$ cat src/rtl/wb_stream_reader.sv
// Stream-to-memory DMA stage: buffers a valid/ready word stream in a FIFO and
// writes it to memory as Wishbone incrementing bursts, configured over a Wishbone slave.
module wb_stream_reader #(
  parameter int FIFO_AW       = 5,
  parameter int MAX_BURST_LEN = 32,
  parameter int WB_AW         = 32,
  parameter int WB_DW         = 32
) (
  input  logic               clk,
  input  logic               rst_n,
  input  logic [WB_DW-1:0]   stream_s_data_i,
  input  logic               stream_s_valid_i,
  output logic               stream_s_ready_o,
  output logic [WB_AW-1:0]   wbm_adr_o,
  output logic [WB_DW-1:0]   wbm_dat_o,
  output logic [WB_DW/8-1:0] wbm_sel_o,
  output logic               wbm_we_o,
  output logic               wbm_cyc_o,
  output logic               wbm_stb_o,
  output logic [2:0]         wbm_cti_o,
  output logic [1:0]         wbm_bte_o,
  input  logic [WB_DW-1:0]   wbm_dat_i,
  input  logic               wbm_ack_i,
  input  logic               wbm_err_i,
  input  logic               wbm_rty_i,
  input  logic [WB_AW-1:0]   wbs_adr_i,
  input  logic [WB_DW-1:0]   wbs_dat_i,
  input  logic [WB_DW/8-1:0] wbs_sel_i,
  input  logic               wbs_we_i,
  input  logic               wbs_cyc_i,
  input  logic               wbs_stb_i,
  input  logic [2:0]         wbs_cti_i,
  input  logic [1:0]         wbs_bte_i,
  output logic [WB_DW-1:0]   wbs_dat_o,
  output logic               wbs_ack_o,
  output logic               wbs_err_o,
  output logic               wbs_rty_o,
  output logic               irq_o
);
  localparam int CNT_W = WB_AW - 2;
  localparam int DEPTH = 1 << FIFO_AW;

  typedef enum logic [1:0] {S_IDLE, S_WAIT, S_BURST, S_DONE} state_t;
  state_t state, state_d;

  logic [WB_AW-1:0] start_addr, adr_q;
  logic [WB_DW-1:0] buf_size, burst_size, rdata;
  logic             busy, irq, err;
  logic [CNT_W-1:0] total, blen, written, accepted, beats_left;
  logic [CNT_W-1:0] total_d, blen_d, remaining, wait_len;
  logic [2:0]       reg_sel;
  logic             acc, wr_en, csr_wr, start;
  logic             in_burst, last_beat, push, pop, bus_err;

  logic [WB_DW-1:0] mem [DEPTH];
  logic [FIFO_AW:0] wr_ptr, rd_ptr, fifo_count;
  logic             fifo_full;

  logic unused_inputs;
  assign unused_inputs = ^{wbm_dat_i, wbm_rty_i, wbs_sel_i, wbs_cti_i, wbs_bte_i,
                           wbs_adr_i[WB_AW-1:5], wbs_adr_i[1:0]};

  // Config slave: ack one cycle after request; writes commit on the edge that ends the ack cycle.
  assign reg_sel = wbs_adr_i[4:2];
  assign acc     = wbs_cyc_i & wbs_stb_i;
  assign wr_en   = acc & wbs_ack_o & wbs_we_i;
  assign csr_wr  = wr_en & (reg_sel == 3'd0);
  assign start   = csr_wr & wbs_dat_i[0] & ~busy;

  always_comb begin
    rdata = '0;
    case (reg_sel)
      3'd0:    rdata = WB_DW'({err, irq, busy});
      3'd1:    rdata = WB_DW'(start_addr);
      3'd2:    rdata = buf_size;
      3'd3:    rdata = burst_size;
      3'd4:    rdata = WB_DW'(written);
      default: rdata = '0;
    endcase
  end

  always_comb begin
    total_d = CNT_W'(buf_size >> 2);
    if (burst_size == '0)                           blen_d = CNT_W'(1);
    else if (burst_size > WB_DW'(MAX_BURST_LEN))    blen_d = CNT_W'(MAX_BURST_LEN);
    else                                            blen_d = CNT_W'(burst_size);
    remaining = total - written;
    wait_len  = (remaining < blen) ? remaining : blen;
  end

  always_ff @(posedge clk or negedge rst_n) begin
    if (!rst_n) begin
      wbs_ack_o  <= 1'b0;
      wbs_dat_o  <= '0;
      start_addr <= '0;
      buf_size   <= '0;
      burst_size <= '0;
    end else begin
      wbs_ack_o <= acc & ~wbs_ack_o;
      if (acc && !wbs_ack_o) wbs_dat_o <= rdata;
      if (wr_en && !busy) begin
        case (reg_sel)
          3'd1:    start_addr <= WB_AW'(wbs_dat_i);
          3'd2:    buf_size   <= wbs_dat_i;
          3'd3:    burst_size <= wbs_dat_i;
          default: ;
        endcase
      end
    end
  end

  assign wbs_err_o = 1'b0;
  assign wbs_rty_o = 1'b0;
  assign irq_o     = irq;

  // Stream handshake: a word transfers on a rising edge where valid and ready are both high;
  // ready depends only on registered state, never on valid.
  assign stream_s_ready_o = busy & ~fifo_full & (accepted < total);
  assign push = stream_s_valid_i & stream_s_ready_o;

  assign in_burst  = (state == S_BURST);
  assign last_beat = (beats_left == CNT_W'(1));
  assign pop       = in_burst & wbm_ack_i & ~wbm_err_i;
  assign bus_err   = in_burst & wbm_err_i;

  assign fifo_count = wr_ptr - rd_ptr;
  assign fifo_full  = (fifo_count == (FIFO_AW+1)'(DEPTH));

  always_ff @(posedge clk) begin
    if (push) mem[wr_ptr[FIFO_AW-1:0]] <= stream_s_data_i;
  end

  always_ff @(posedge clk or negedge rst_n) begin
    if (!rst_n) begin
      wr_ptr <= '0;
      rd_ptr <= '0;
    end else if (bus_err) begin
      wr_ptr <= '0;
      rd_ptr <= '0;
    end else begin
      if (push) wr_ptr <= wr_ptr + 1'b1;
      if (pop)  rd_ptr <= rd_ptr + 1'b1;
    end
  end

  always_ff @(posedge clk or negedge rst_n) begin
    if (!rst_n) begin
      busy       <= 1'b0;
      irq        <= 1'b0;
      err        <= 1'b0;
      total      <= '0;
      blen       <= '0;
      written    <= '0;
      accepted   <= '0;
      beats_left <= '0;
      adr_q      <= '0;
    end else begin
      if (push) accepted <= accepted + 1'b1;
      if (csr_wr && wbs_dat_i[1]) irq <= 1'b0;
      if (start) begin
        busy     <= 1'b1;
        err      <= 1'b0;
        total    <= total_d;
        blen     <= blen_d;
        adr_q    <= {start_addr[WB_AW-1:2], 2'b00};
        written  <= '0;
        accepted <= '0;
      end
      if (state == S_WAIT && state_d == S_BURST) beats_left <= wait_len;
      if (pop) begin
        adr_q      <= adr_q + WB_AW'(4);
        written    <= written + 1'b1;
        beats_left <= beats_left - 1'b1;
      end
      if (state == S_DONE) begin
        busy <= 1'b0;
        irq  <= 1'b1;
      end
      if (bus_err) begin
        busy <= 1'b0;
        irq  <= 1'b1;
        err  <= 1'b1;
      end
    end
  end

  always_ff @(posedge clk or negedge rst_n) begin
    if (!rst_n) state <= S_IDLE;
    else        state <= state_d;
  end

  always_comb begin
    state_d = state;
    case (state)
      S_IDLE:  if (start) state_d = (total_d == '0) ? S_DONE : S_WAIT;
      S_WAIT:  if (CNT_W'(fifo_count) >= wait_len) state_d = S_BURST;
      S_BURST: begin
        if (wbm_err_i) state_d = S_IDLE;
        else if (wbm_ack_i && last_beat)
          state_d = (written + 1'b1 == total) ? S_DONE : S_WAIT;
      end
      S_DONE:  state_d = S_IDLE;
      default: state_d = S_IDLE;
    endcase
  end

  // Master outputs derive from the registered state so reset drops the bus asynchronously.
  assign wbm_cyc_o = in_burst;
  assign wbm_stb_o = in_burst;
  assign wbm_we_o  = in_burst;
  assign wbm_sel_o = {(WB_DW/8){in_burst}};
  assign wbm_adr_o = in_burst ? adr_q : '0;
  assign wbm_dat_o = in_burst ? mem[rd_ptr[FIFO_AW-1:0]] : '0;
  assign wbm_cti_o = !in_burst ? 3'b000 : (last_beat ? 3'b111 : 3'b010);
  assign wbm_bte_o = 2'b00;
endmodule

$ cat config.mk
export PLATFORM = sky130hd
export DESIGN_NAME = wb_stream_reader
export DESIGN_NICKNAME = d
export VERILOG_FILES = /design/src/rtl/wb_stream_reader.sv
export SDC_FILE = /design/constraint.sdc
export NUM_CORES = 2
export LEC_CHECK = 0
export ABC_CLOCK_PERIOD_IN_PS = 19530
export CAP_MARGIN = 40
export CORE_UTILIZATION = 40
export CTS_BUF_LIST = sky130_fd_sc_hd__clkbuf_2 sky130_fd_sc_hd__clkbuf_4 sky130_fd_sc_hd__clkbuf_8
export DETAILED_ROUTE_END_ITERATION = 6
export GPL_TIMING_DRIVEN = 0
export PLACE_DENSITY_LB_ADDON = 0.05
export SETUP_SLACK_MARGIN = 0.4
export SYNTH_ARGS = -nofsm -noshare
export SYNTH_HDL_FRONTEND = slang
export SYNTH_SLANG_ARGS = --single-unit
$ cat constraint.sdc
create_clock -name clk -period 19.53 [get_ports clk]
set_input_delay 3.906 -clock clk [delete_from_list [all_inputs] [get_ports clk]]
set_output_delay 3.906 -clock clk [all_outputs]
set_load 0.02 [all_outputs]
==> metrics.md <==
| Metric | Value |
|---|---|
| Post-synth EDFFs | around 1.0k |
| Max-slew headroom | a little under two fifths |
| Number of global-route vias before repair | between 30k and 40k |
| Pwr per Cell Area | ~95 nW/µm² |
| Startpoint Class | register |
| Seq pwr share | around half |
| Initial antenna violation count | 8 |
| Fillcell total | roughly 12k |
| Sink Count | ~1.4k |
| Crit Path Max Fanout | 10 |
| Maximum vdd drop | around 0.000067 V |
| Fin crit share | 52.7% |
| Die area | 147000 µm² |
| Final Util | 48.5% |
| Largest delay share family, worst path | buffers and inverters |
| Htree depth | 4 |
| Fraction of registers with async set/reset | 24.1% |
| CTS tree | built |
| Buffers on Ports | between 150 and 200 |
| Longest Clk Path Bufs | 3 |
| Clk slew on worst S/H paths | ~70 ps |
| DP Cell Count | roughly 5.9k |
| Static leakage | between 20 and 30 nW |
| DR DRC count | 28 |
| Failing checks | design-rule violations |
| Buf+Inv Stages, Crit Path | 6 |
| Die height | 384 µm |
| Hold Vio Cnt, Final | 0 |
| Critical-path cell list | clkbuf_1, clkbuf_1, buf_1, buf_8, inv_1, ha_1, nor2b_1, o21ai_0, a21boi_0, nor2_1, nor4_1, a311oi_1, o21ai_0, a211oi_2, clkdlybuf4s50_1 |
| WP data required | ~16000 ps |
| Gr usage total | about 25% |
| Routed wire per std cell | approximately 29 µm |
| Synth Warn # | 0 |
| Max-slew violation count | 0 |
| Core Region | 144000 µm² |
| Hpwl dp | ~130000 µm |
| Crit path arrival time | between 6000 and 7000 ps |
| Post-Synthesis Cells | 3680 |
| Vias per cell | 5.64 |
| I/O pin total | about 260 |
| Most frequent cells in the layout | edfxtp_1 (1024), dfrtp_1 (326), mux4_2 (320) |
| Final WL | 185000 µm |
| Share of the synthesized area in the top cell type | around 53% |
| Footprint of the multi-input gates | around 18000 µm² |
| Final net count | approximately 4.5k |
| Root buffer cell | clkbuf_8 |
| Max-Cap Viols | 0 |
| P&R area growth vs syn | 19.9% |
| Largest net degree at the start of global routing | 109 |
| Hold Path Class | register to register |
| Final GP Congestion | approximately 0.90 |
| Top cells by area, synth | edfxtp_1 (53%), dfrtp_1 (14%), mux4_2 (12%) |
| Critical path's slowest cell | clkdlybuf4s50_1 |
| Dpl ws | a little over 10000 ps |
| Worst-Skew Late Latency | 960 ps |
| RSZ-0062 raised after global routing | no |
| Register area | between 30000 and 40000 µm² |
| Iter 0 DRT Violations | around 2.9k |
| Area leader, netlist | edfxtp_1 |
| Inserted Clock Buffers | 230 |
| Chip width | about 380 µm |
| Resized cells post-CTS | 0 |
| Crit path capture type | primary output |
| Post-layout min period | approximately 10000 ps |
| Setup Fix Bufs, Post-CTS | 0 |
| Mean Syn Cell Area | about 16 µm² |
| Status | finished with violations |
| Initial Util | 40.5% |
| Post-synthesis sequential area ratio | ~67% |
| Synth Cell Area | between 50000 and 60000 µm² |
| Worst path max stage delay | between 800 and 900 ps |
| CTS Hold Buffers Added | 0 |
| Most common cell after layout, fill and taps aside | edfxtp_1 |
| Drt pass-1 iters | 7 |
| Synth cell types | a little under 80 |
| Worst-Margin Slew | 919 ps |
| Cell Rows | roughly 140 |
| Final worst slack | around 9200 ps |
| Total power | approximately 6.6 mW |
| Sw Pwr | 1.71 mW |
| Internal Power | about 4.9 mW |
| Layout cells sized above 1 | between 20% and 30% |
| Crit Path Class | register to primary output |
| Ys flop type | edfxtp_1 |
| Final cell count without fillers | around 6.4k |
| F_max | about 0.097 GHz |
| Number of synthesized register bits | about 1.4k |
| Comb power frac | between 10% and 20% |
| Max Clock Skew | 91.8 ps |
| First-pass GRT wire length | 265000 µm |
| Sw Share | 25.7% |
| Setup TNS | 0 ps |
| Vias after detailed routing | ~36k |
| Setup Viol. Count Final | 0 |
| Global route total overflow | 0 |
| Clock Power Share | roughly two fifths |
| DRT antenna net count | 0 |
[cell usage after synthesis (32+ instances only)]
library cell and instances:
o21ai_0 181, nor2_1 169, xnor2_1 62, buf_1 34, xor2_1 32, mux4_2 320, a21oi_1 146, a21o_1 35
nand2_1 268, edfxtp_1 1024, nand3_1 70, clkbuf_1 146, mux2_2 101, and3_1 77, dfrtp_1 326, a221oi_1 35
ha_1 108, nand4_1 39, nor3_1 44, or3_1 36, inv_1 125
[flip-flops by register name (all words and copies together) (netlist names)]
signal / count
accepted: 30
adr_q: 30
beats_left: 30
blen: 30
buf_size: 32
burst_size: 32
busy: 1
err: 1
irq_o: 1
mem: 1024
rd_ptr: 6
start_addr: 32
state: 2
total: 30
wbs_ack_o: 1
wbs_dat_o: 32
wr_ptr: 6
written: 30
[final cells by class]
class	count	area share (%)
Clock buffer	308	5.52
Sequential cell	1350	55.7
Antenna cell	5	0.0179
Timing Repair Buffer	344	6.12
Multi-Input combinational cell	2008	26.1
Clock inverter	118	1.31
Inverter	126	0.677
Buffer	201	1.17
Tap cell	1903	3.41
[worst paths after layout]
check                               start          endpoint  slack, ps  depth (start not counted)
max                             rd_ptr[1]  stream_s_ready_o       9250                         15
min                        beats_left[16]    beats_left[16]        480                          1
max reg2reg                    written[4]     beats_left[0]      10740                         28
min reg2reg                beats_left[16]    beats_left[16]        480                          1
max in group asynchronous           rst_n      wbs_dat_o[4]      15140                          3
min in group asynchronous           rst_n     beats_left[9]       2980                          1
[logic make-up after synthesis]
group                    Yosys count  synth area share, %
buffers and inverters            327                 2.21
flip-flops                      1350                 66.8
adder cells (fa/ha/maj)          110                 2.39
AO/OA/AOI/OAI                    556                 5.96
other                              1              0.00644
multiplexers                     433                 14.5
AND/OR/NAND/NOR                  809                 6.73
XOR/XNOR                          94                 1.41
[stage by stage]
step / hold WS (ps) / area, µm²
2_1_floorplan: 442 / 58300
3_3_place_gp: 462 / 62500
3_5_place_dp: 466 / 65100
4_1_cts: 474 / 69800
5_1_grt: 500 / 69800
6_report: 475 / 69800
[power groups by stage]
stage / sequential, mW / combinational [mW] / clock (mW)
after global routing: 3.27 / 0.792 / 2.82
after global placement: 3.33 / 0.670 / 0
after CTS: 3.27 / 0.741 / 2.70
after detailed placement: 3.32 / 0.738 / 0
after floorplan: 3.30 / 0.412 / 0
final: 3.27 / 0.732 / 2.64
[metal layers]
metal / up-vias / share of wire [%] / global-route usage (%)
met5: - / 0 / 0
met4: 0 / 3.2 / 8.38
met3: 289 / 5.3 / 3.66
met2: 1221 / 49 / 41.6
met1: 18700 / 43 / 34.4
li1: 15600 / - / -
Note: power is estimated with default switching activity, not from simulation.
